**src/rtl/corrimiento_pkg.sv**
```systemverilog
// Shared control encoding and types for the echo shift register.
package corrimiento_pkg;

  typedef logic [1:0] ctrl_t;

  localparam ctrl_t CTRL_HOLD = 2'b00;
  localparam ctrl_t CTRL_SHR  = 2'b01;
  localparam ctrl_t CTRL_SHL  = 2'b10;
  localparam ctrl_t CTRL_LOAD = 2'b11;

endpackage : corrimiento_pkg

```
**src/rtl/corrimiento_sat_counter.sv**
```systemverilog
// Saturating up-counter with synchronous clear and a registered "at max" flag.
module corrimiento_sat_counter #(
  parameter int unsigned MAX   = 8,
  parameter int unsigned CNT_W = $clog2(MAX + 1)
) (
  input  logic             clk,
  input  logic             reset,
  input  logic             clr_i,
  input  logic             en_i,
  output logic [CNT_W-1:0] cnt_o,
  output logic             sat_o
);

  localparam logic [CNT_W-1:0] CntMax = CNT_W'(MAX);

  logic [CNT_W-1:0] cnt_q, cnt_d;
  logic             sat_q, sat_d;

  // Next count: clear wins, otherwise count up and stick at the maximum.
  always_comb begin
    cnt_d = cnt_q;
    if (clr_i) begin
      cnt_d = '0;
    end else if (en_i && (cnt_q != CntMax)) begin
      cnt_d = cnt_q + CNT_W'(1);
    end
    sat_d = (cnt_d == CntMax);
  end

  // Counter and flag registers; reset is synchronous, active-low.
  always_ff @(posedge clk) begin
    if (!reset) begin
      cnt_q <= '0;
      sat_q <= 1'b0;
    end else begin
      cnt_q <= cnt_d;
      sat_q <= sat_d;
    end
  end

  assign cnt_o = cnt_q;
  assign sat_o = sat_q;

endmodule : corrimiento_sat_counter

```
**src/rtl/corrimiento.sv**
```systemverilog
// Loadable shift register: captures an echo sample, shifts it out serially
// in either direction, and counts shifts until the word is exhausted.
module corrimiento
  import corrimiento_pkg::*;
#(
  parameter int unsigned WIDTH = 8,
  parameter int unsigned CNT_W = $clog2(WIDTH + 1)
) (
  input  logic             clk,
  input  logic             reset,
  input  logic [WIDTH-1:0] echo,
  input  ctrl_t            ctrl,
  output logic [WIDTH-1:0] q,
  output logic             ser_out,
  output logic [CNT_W-1:0] shift_cnt,
  output logic             done
);

  logic [WIDTH-1:0] q_q, q_d;
  logic             ser_q, ser_d;
  logic             shift_en;
  logic             load_en;

  assign shift_en = (ctrl == CTRL_SHR) || (ctrl == CTRL_SHL);
  assign load_en  = (ctrl == CTRL_LOAD);

  // Data path next state: zero-fill shifts, no rotate; the exiting bit goes to ser_out.
  always_comb begin
    q_d   = q_q;
    ser_d = ser_q;
    unique case (ctrl)
      CTRL_SHR: begin
        q_d   = {1'b0, q_q[WIDTH-1:1]};
        ser_d = q_q[0];
      end
      CTRL_SHL: begin
        q_d   = {q_q[WIDTH-2:0], 1'b0};
        ser_d = q_q[WIDTH-1];
      end
      CTRL_LOAD: begin
        q_d   = echo;
        ser_d = 1'b0;
      end
      default: begin
        q_d   = q_q;
        ser_d = ser_q;
      end
    endcase
  end

  // Shift register and serial output registers.
  always_ff @(posedge clk) begin
    if (!reset) begin
      q_q   <= '0;
      ser_q <= 1'b0;
    end else begin
      q_q   <= q_d;
      ser_q <= ser_d;
    end
  end

  // Shift counter: cleared on load, saturates once the whole word is out.
  corrimiento_sat_counter #(
    .MAX   (WIDTH),
    .CNT_W (CNT_W)
  ) u_sat_counter (
    .clk   (clk),
    .reset (reset),
    .clr_i (load_en),
    .en_i  (shift_en),
    .cnt_o (shift_cnt),
    .sat_o (done)
  );

  assign q       = q_q;
  assign ser_out = ser_q;

endmodule : corrimiento

```
**config.mk**
```make
export PLATFORM = sky130hd
export DESIGN_NAME = corrimiento
export DESIGN_NICKNAME = d
export VERILOG_FILES = /design/src/rtl/corrimiento_pkg.sv /design/src/rtl/corrimiento_sat_counter.sv /design/src/rtl/corrimiento.sv
export SDC_FILE = /design/constraint.sdc
export NUM_CORES = 1
export LEC_CHECK = 0
export ABC_AREA = 0
export CAP_MARGIN = 20
export CORE_MARGIN = 10
export CORE_UTILIZATION = 40
export DETAILED_ROUTE_END_ITERATION = 12
export GPL_TIMING_DRIVEN = 0
export HOLD_SLACK_MARGIN = 0.12
export PLACE_DENSITY = 0.84
export SYNTH_ARGS = -nofsm -noshare
export SYNTH_HDL_FRONTEND = slang
export SYNTH_HIERARCHICAL = 1
export SYNTH_SLANG_ARGS = --single-unit
```
**constraint.sdc**
```tcl
create_clock -name clk -period 1.3 [get_ports clk]
set_input_delay 0.26 -clock clk [delete_from_list [all_inputs] [get_ports clk]]
set_output_delay 0.26 -clock clk [all_outputs]
set_load 0.1 [all_outputs]
```
; ---- After elaboration in Yosys (flattened, before gate mapping)
; Index checks and enable logic that the tools add are counted.
[totals]
output_inout_bits = 14
elab_cells = 17
in_bits = 12
regBits = 14
[op_classes]
n_reduce_logical = 3
muxes = 4
add_sub_neg = 1
n_eq_ne = 5
[op_table]
columns = op, count
row1 = $pmux 8 s3, 1
row2 = $mux 4, 2
row3 = $add 4x1->4 const B, 1
row4 = $eq 2x2->1 const B, 2
row5 = $eq 4x4->1 const B, 1
row6 = $ne 4x4->1 const B, 1
row7 = $pmux 1 s3, 1
row8 = $reduce_bool 3->1, 1
row9 = $eq 2x1->1 const B, 1
row10 = $logic_and 1x1->1, 1
row11 = $logic_or 1x1->1, 1

; ---- Depth between registers and ports, before layout
; Gate-level depths: netlist of the first run.
[depth]
word_depth = 6
depth_mapped = 7
ltp_nobuf = 5

; ---- Modules after synthesis
; The synthesis of the first run kept the hierarchy.
[modules_own_cells]
columns = mod, instances, area_per_inst_um2, cells_each, seq_area_each_um2
row1 = corrimiento, 1, 486.7, 55, 180.2
row2 = corrimiento_sat_counter, 1, 305.3, 31, 100.1

; ---- Least setup slack after synthesis of the first run
; OpenSTA, ideal clock, no wires.
[synth_timing]
kind = reg2reg
from = register u_sat_counter.cnt_q[0], in the netlist u_sat_counter/cnt_o[0]
to = register u_sat_counter.sat_q, in the netlist u_sat_counter/sat_o
stages_incl_launch_ff = 6
required_time_ns = 1.242
path_slack_ns = -0.759
path_buffers = 0
setup_ns = 0.058
t_arrival_ns = 2.001
period_less_slack_ns = 2.059
cell_sequence = dfxtp_1 inv_1 ha_1 and3b_1 nor4_1 o211a_1
[synth_between]
elab_chain_cells = 5
elab_cells_between_ends = 6
classes_between = 1 x add/sub / 2 x eq/ne / 2 x mux / 1 x reduce/logical
[synth_lines]
columns = item, line_no
row1 = from (decl), corrimiento_sat_counter.sv:16  ; logic [CNT_W-1:0] cnt_q, cnt_d;
row2 = from (signal assigned), corrimiento_sat_counter.sv:36  ; cnt_q <= cnt_d;
row3 = "parallel branches: the longest is 2 deep, another holds $add 4x1->4", n/a
row4 = $mux 4 (*), corrimiento_sat_counter.sv:24  ; end else if (en_i && (cnt_q != CntMax)) begin
row5 = $mux 4 (*), corrimiento_sat_counter.sv:22  ; if (clr_i) begin
row6 = $eq 4x4->1 (*), corrimiento_sat_counter.sv:27  ; sat_d = (cnt_d == CntMax);
row7 = to (signal assigned), corrimiento_sat_counter.sv:37  ; sat_q <= sat_d;
row8 = to (decl), corrimiento_sat_counter.sv:17  ; logic sat_q, sat_d;
; Mark *: on every way between the ends.
; A chain may end at the register's enable or synchronous reset.

; ---- Worst setup path after layout of the first run
[layout_timing]
from = input port ctrl[1]
to = register u_sat_counter.sat_q, in the netlist u_sat_counter/sat_o
[layout_between]
elab_cells_between_ends = 8
classes_between = 4 x eq/ne / 2 x mux / 2 x reduce/logical
[layout_lines]
columns = item, line_no
row1 = from (decl), corrimiento.sv:12  ; input ctrl_t ctrl,
row2 = $eq 2x2->1, corrimiento.sv:25  ; assign load_en = (ctrl == CTRL_LOAD);
row3 = named net load_en, corrimiento.sv:22  ; logic load_en;
row4 = $mux 4, corrimiento_sat_counter.sv:22
row5 = $eq 4x4->1, corrimiento_sat_counter.sv:27
; The timed path passes the listed nets, and every way through them passes these cells.

==> impl_table.tex, run 1 <==
\begin{tabular}{lr}
\hline
Metric & Value \\
\hline
\multicolumn{2}{l}{\textbf{Worst setup path}} \\
\quad Startpoint type of the worst setup path & input pin \\
\quad Critical path capture point type & register \\
\quad Crit path buf inv count & 1 \\
\quad Highest fanout seen on the critical path & 8 \\
\quad Arrival time of the worst setup path & 1500 ps \\
\quad Setup Crit Path Kind & in2reg \\
\quad Required time reported for the critical path endpoint & 1530 ps \\
\quad Delay of the slowest critical-path stage & 420 ps \\
\quad Critical path's slowest cell & sky130\_fd\_sc\_hd\_\_or3b\_4 \\
\quad List of cells traversed by the critical path & dlygate4sd2\_1 > ha\_2 > or3b\_4 > mux2i\_4 > o211a\_1 \\
\quad Largest delay contributor family on the critical path & simple AND/OR/NAND/NOR gates \\
\multicolumn{2}{l}{\textbf{Routing}} \\
\quad Per-cell routed wire length & 14.53 um \\
\quad Vias per std cell & 5.399 \\
\quad Number of DRC violations after detailed-routing iteration 0 & 18 \\
\quad Remaining number of nets flagged by the antenna check after routing & 0 \\
\quad Total DRC errors in the routed layout & 0 \\
\quad Number of iterations in the first detailed-routing pass & 4 \\
\quad Vias & 772 \\
\quad Overall routed net length & 2.078 mm \\
\multicolumn{2}{l}{\textbf{STA}} \\
\quad Number of hold-slack violations in the final timing report & 0 \\
\quad Worst slew margin relative to its limit & 0.6772 \\
\quad Final-report setup violation count & 0 \\
\quad Least-Margin Pin Slew & 487.6 ps \\
\quad Max frequency & 785.5 MHz \\
\quad Clock period minus final worst setup slack & 1273 ps \\
\quad Fin. max-slew vios & 0 \\
\quad Crit path setup slack, layout & 26.90 ps \\
\quad Setup repair after global routing missed its margin & yes \\
\quad Period utilization & 0.9793 \\
\quad Worst setup skew after layout & 2.322 ps \\
\multicolumn{2}{l}{\textbf{CTS}} \\
\quad CTS tree & built \\
\quad Clock Tree Buf Depth & 2 \\
\quad Clock root buffer & sky130\_fd\_sc\_hd\_\_clkbuf\_4 \\
\quad Total clock buffers created by CTS & 3 \\
\quad CTS Hold Bufs & 0 \\
\quad H-tree depth reported by CTS & 1 \\
\quad TritonCTS sink count & 14 \\
\quad Later-pin clock latency in the skew report & 280 ps \\
\quad Clock transition at the registers of the reported paths & about 80 ps \\
\multicolumn{2}{l}{\textbf{Floorplan}} \\
\quad Chip width & 64.50 um \\
\quad Effective utilization at floorplan & 0.4121 \\
\quad Site Rows & 16 \\
\quad Vertical die dimension & roughly 64 um \\
\quad Core footprint & 1922 um2 \\
\quad Die area & 4160 um2 \\
\quad Top-Level Pins & 26 \\
\multicolumn{2}{l}{\textbf{Global route}} \\
\quad Antenna violations before repair & 0 \\
\quad Aggregate global routing overflow & 0 \\
\quad Number of global-route vias before repair & 818 \\
\quad All-Layer GR Usage & 0.1006 \\
\quad Maximum number of pins on one net before global-route repair & 13 \\
\quad Global-route wire length before repair & 3.484 mm \\
\multicolumn{2}{l}{\textbf{Placement}} \\
\quad Placement-stage worst setup slack & -647.6 ps \\
\quad HPWL Detailed & about 1.6 mm \\
\quad Count of buffers from port buffering & 25 \\
\quad Placer congestion estimate & 0.7823 \\
\multicolumn{2}{l}{\textbf{Job}} \\
\quad Max-cap check violation count & 0 \\
\multicolumn{2}{l}{\textbf{Logic synthesis}} \\
\quad Number of enable flip-flop cells after synthesis & 0 \\
\quad Post-synthesis cell area & 792.0 um2 \\
\quad Number of warnings issued by yosys & 6 \\
\quad Portion of synthesized cell area occupied by the leading cell type & 0.3539 \\
\quad Syn avg cell area & 9.209 um2 \\
\quad Flop and latch count out of synthesis & 14 \\
\quad Library cell with the largest summed area after synthesis & sky130\_fd\_sc\_hd\_\_dfxtp\_1 \\
\quad Post-synthesis async set-or-reset flop share & 0 \\
\quad Cell types with the highest counts after synthesis & sky130\_fd\_sc\_hd\_\_dfxtp\_1 (14), sky130\_fd\_sc\_hd\_\_a21oi\_1 (11), sky130\_fd\_sc\_hd\_\_o21ai\_0 (9) \\
\quad Register area share after synthesis & 0.3539 \\
\quad Unique masters post-synth & 28 \\
\quad Top cells by area, synth & sky130\_fd\_sc\_hd\_\_dfxtp\_1 (35\%), sky130\_fd\_sc\_hd\_\_ha\_1 (9.5\%), sky130\_fd\_sc\_hd\_\_a21oi\_1 (7.0\%) \\
\quad Most common cell in the synthesized netlist & sky130\_fd\_sc\_hd\_\_dfxtp\_1 \\
\quad Cells after Synth & 86 \\
\quad Most frequently used flop master after synthesis & sky130\_fd\_sc\_hd\_\_dfxtp\_1 \\
\quad Post-Syn Nets & approximately 100 \\
\multicolumn{2}{l}{\textbf{Layout}} \\
\quad Antenna Diode Count & 0 \\
\quad Area growth from synthesis to layout & 45.02\% \\
\quad Count of nets after finishing & 135 \\
\quad Fraction of final layout cells with drive strength greater than 1 & 0.3879 \\
\multicolumn{2}{l}{\textbf{Power and ir drop}} \\
\quad P\_leak & 0.4826 nW \\
\quad Cell area power density & 1048 nW/um2 \\
\quad Total power draw & about 1.2 mW \\
\quad IR drop worst, VDD & 0.5653 mV \\
\multicolumn{2}{l}{\textbf{Min path}} \\
\quad Worst Hold Class & reg2reg \\
\multicolumn{2}{l}{\textbf{Outcome}} \\
\quad Outcome & complete, no violations \\
\hline
\end{tabular}
area by class of cell:
| type | instances | area [um2] |
|---|---|---|
| Buffer | 3 | 30.03 |
| Clock buffer | 4 | 36.28 |
| Fill cell | 192 | 773.2 |
| Inverter | 6 | 25.02 |
| Multi-Input combinational cell | 63 | 506.7 |
| Sequential cell | 14 | 296.5 |
| Tap cell | 27 | 33.78 |
| Timing Repair Buffer | 26 | 220.2 |
logic make-up (layout without fill, tap and decap cells):
kind of cell / count (synthesis) / after routing / share of synthesized area
multiplexers: 1 / 1 / 0.02843
flip-flops: 14 / 14 / 0.3539
adder cells (fa/ha/maj): 6 / 6 / 0.09478
AO/OA/AOI/OAI: 35 / 35 / 0.2844
buffers and inverters: 9 / 39 / 0.06635
AND/OR/NAND/NOR: 21 / 21 / 0.1722
worst paths after layout:
path,end,cells after the start,slack [ps],startpoint
max,u_sat_counter/sat_o,5,30,ctrl[1]
min,q[0],2,500,q[1]
max reg2reg,u_sat_counter/sat_o,5,40,u_sat_counter/cnt_o[0]
min reg2reg,q[0],2,500,q[1]
worst register-to-register path: cells and delay by family, from the launching register on:
kind	cells	cell delay [ps]
fa+ha+maj	1	160
simple gates	2	440
compound gates	1	160
flops	1	400
buf+inv	1	50
metal layers:
layer / GRT usage / up-vias / routed length (um)
li1: - / 384 / -
met1: 0.09754 / 353 / 800
met2: 0.1749 / 29 / 1013
met3: 0.04983 / 6 / 222
met4: 0.04813 / 0 / 42
met5: 0 / - / 0
placed cells by master (no fill, tap or decap), types with 3 or more instances in the layout:
master,n
sky130_fd_sc_hd__clkbuf_4,3
sky130_fd_sc_hd__nand2_1,8
sky130_fd_sc_hd__dfxtp_1,5
sky130_fd_sc_hd__dlygate4sd2_1,3
sky130_fd_sc_hd__o21ai_0,9
sky130_fd_sc_hd__a221oi_1,5
sky130_fd_sc_hd__buf_6,3
sky130_fd_sc_hd__clkdlybuf4s50_1,8
sky130_fd_sc_hd__a21oi_1,11
sky130_fd_sc_hd__inv_1,4
sky130_fd_sc_hd__dfxtp_2,7
sky130_fd_sc_hd__buf_4,14
sequential cells by signal (all words and copies together) (netlist names):
name / flops
q: 8
u_sat_counter/cnt_o: 4
ser_out: 1
u_sat_counter/sat_o: 1
power breakdown:
| part | switching (mW) | internal [mW] | leakage (nW) |
|---|---|---|---|
| sequential | 0.0315 | 0.454 | 0.119 |
| clock | 0.142 | 0.170 | 0.0210 |
| combinational | 0.273 | 0.133 | 0.343 |
what timing repair did:
action | 4_1_cts | 5_1_grt
buffers inserted | 0 | 1
endpoints found under the setup margin | 28 | 2
gates resized for setup | 91 | 3
pin swaps | 1 | 0
endpoints found under the hold margin | 0 | 0
metrics by stage:
step / instances / hold WS (ps) / setup TNS (ps) / cell area [um2] / util
3_5_place_dp: 138 / 492.9 / -12980 / 1107 / 0.5762
2_1_floorplan: 86 / 386.1 / -499.1 / 823.3 / -
6_report: 143 / 500.6 / 0 / 1149 / 0.5977
4_1_cts: 142 / 505.1 / 0 / 1126 / 0.5859
3_3_place_gp: 138 / 479.2 / -12340 / 1107 / 0.5762
5_1_grt: 143 / 518.7 / -31.67 / 1149 / 0.5977
(Power assumes the default switching activity.)
==> run 2: changes to the inputs <==
GPL_ROUTABILITY_DRIVEN = 1   (was not set)
==> results of run 2 <==
The final DEF is identical to that of run 1; final timing and power are the same.
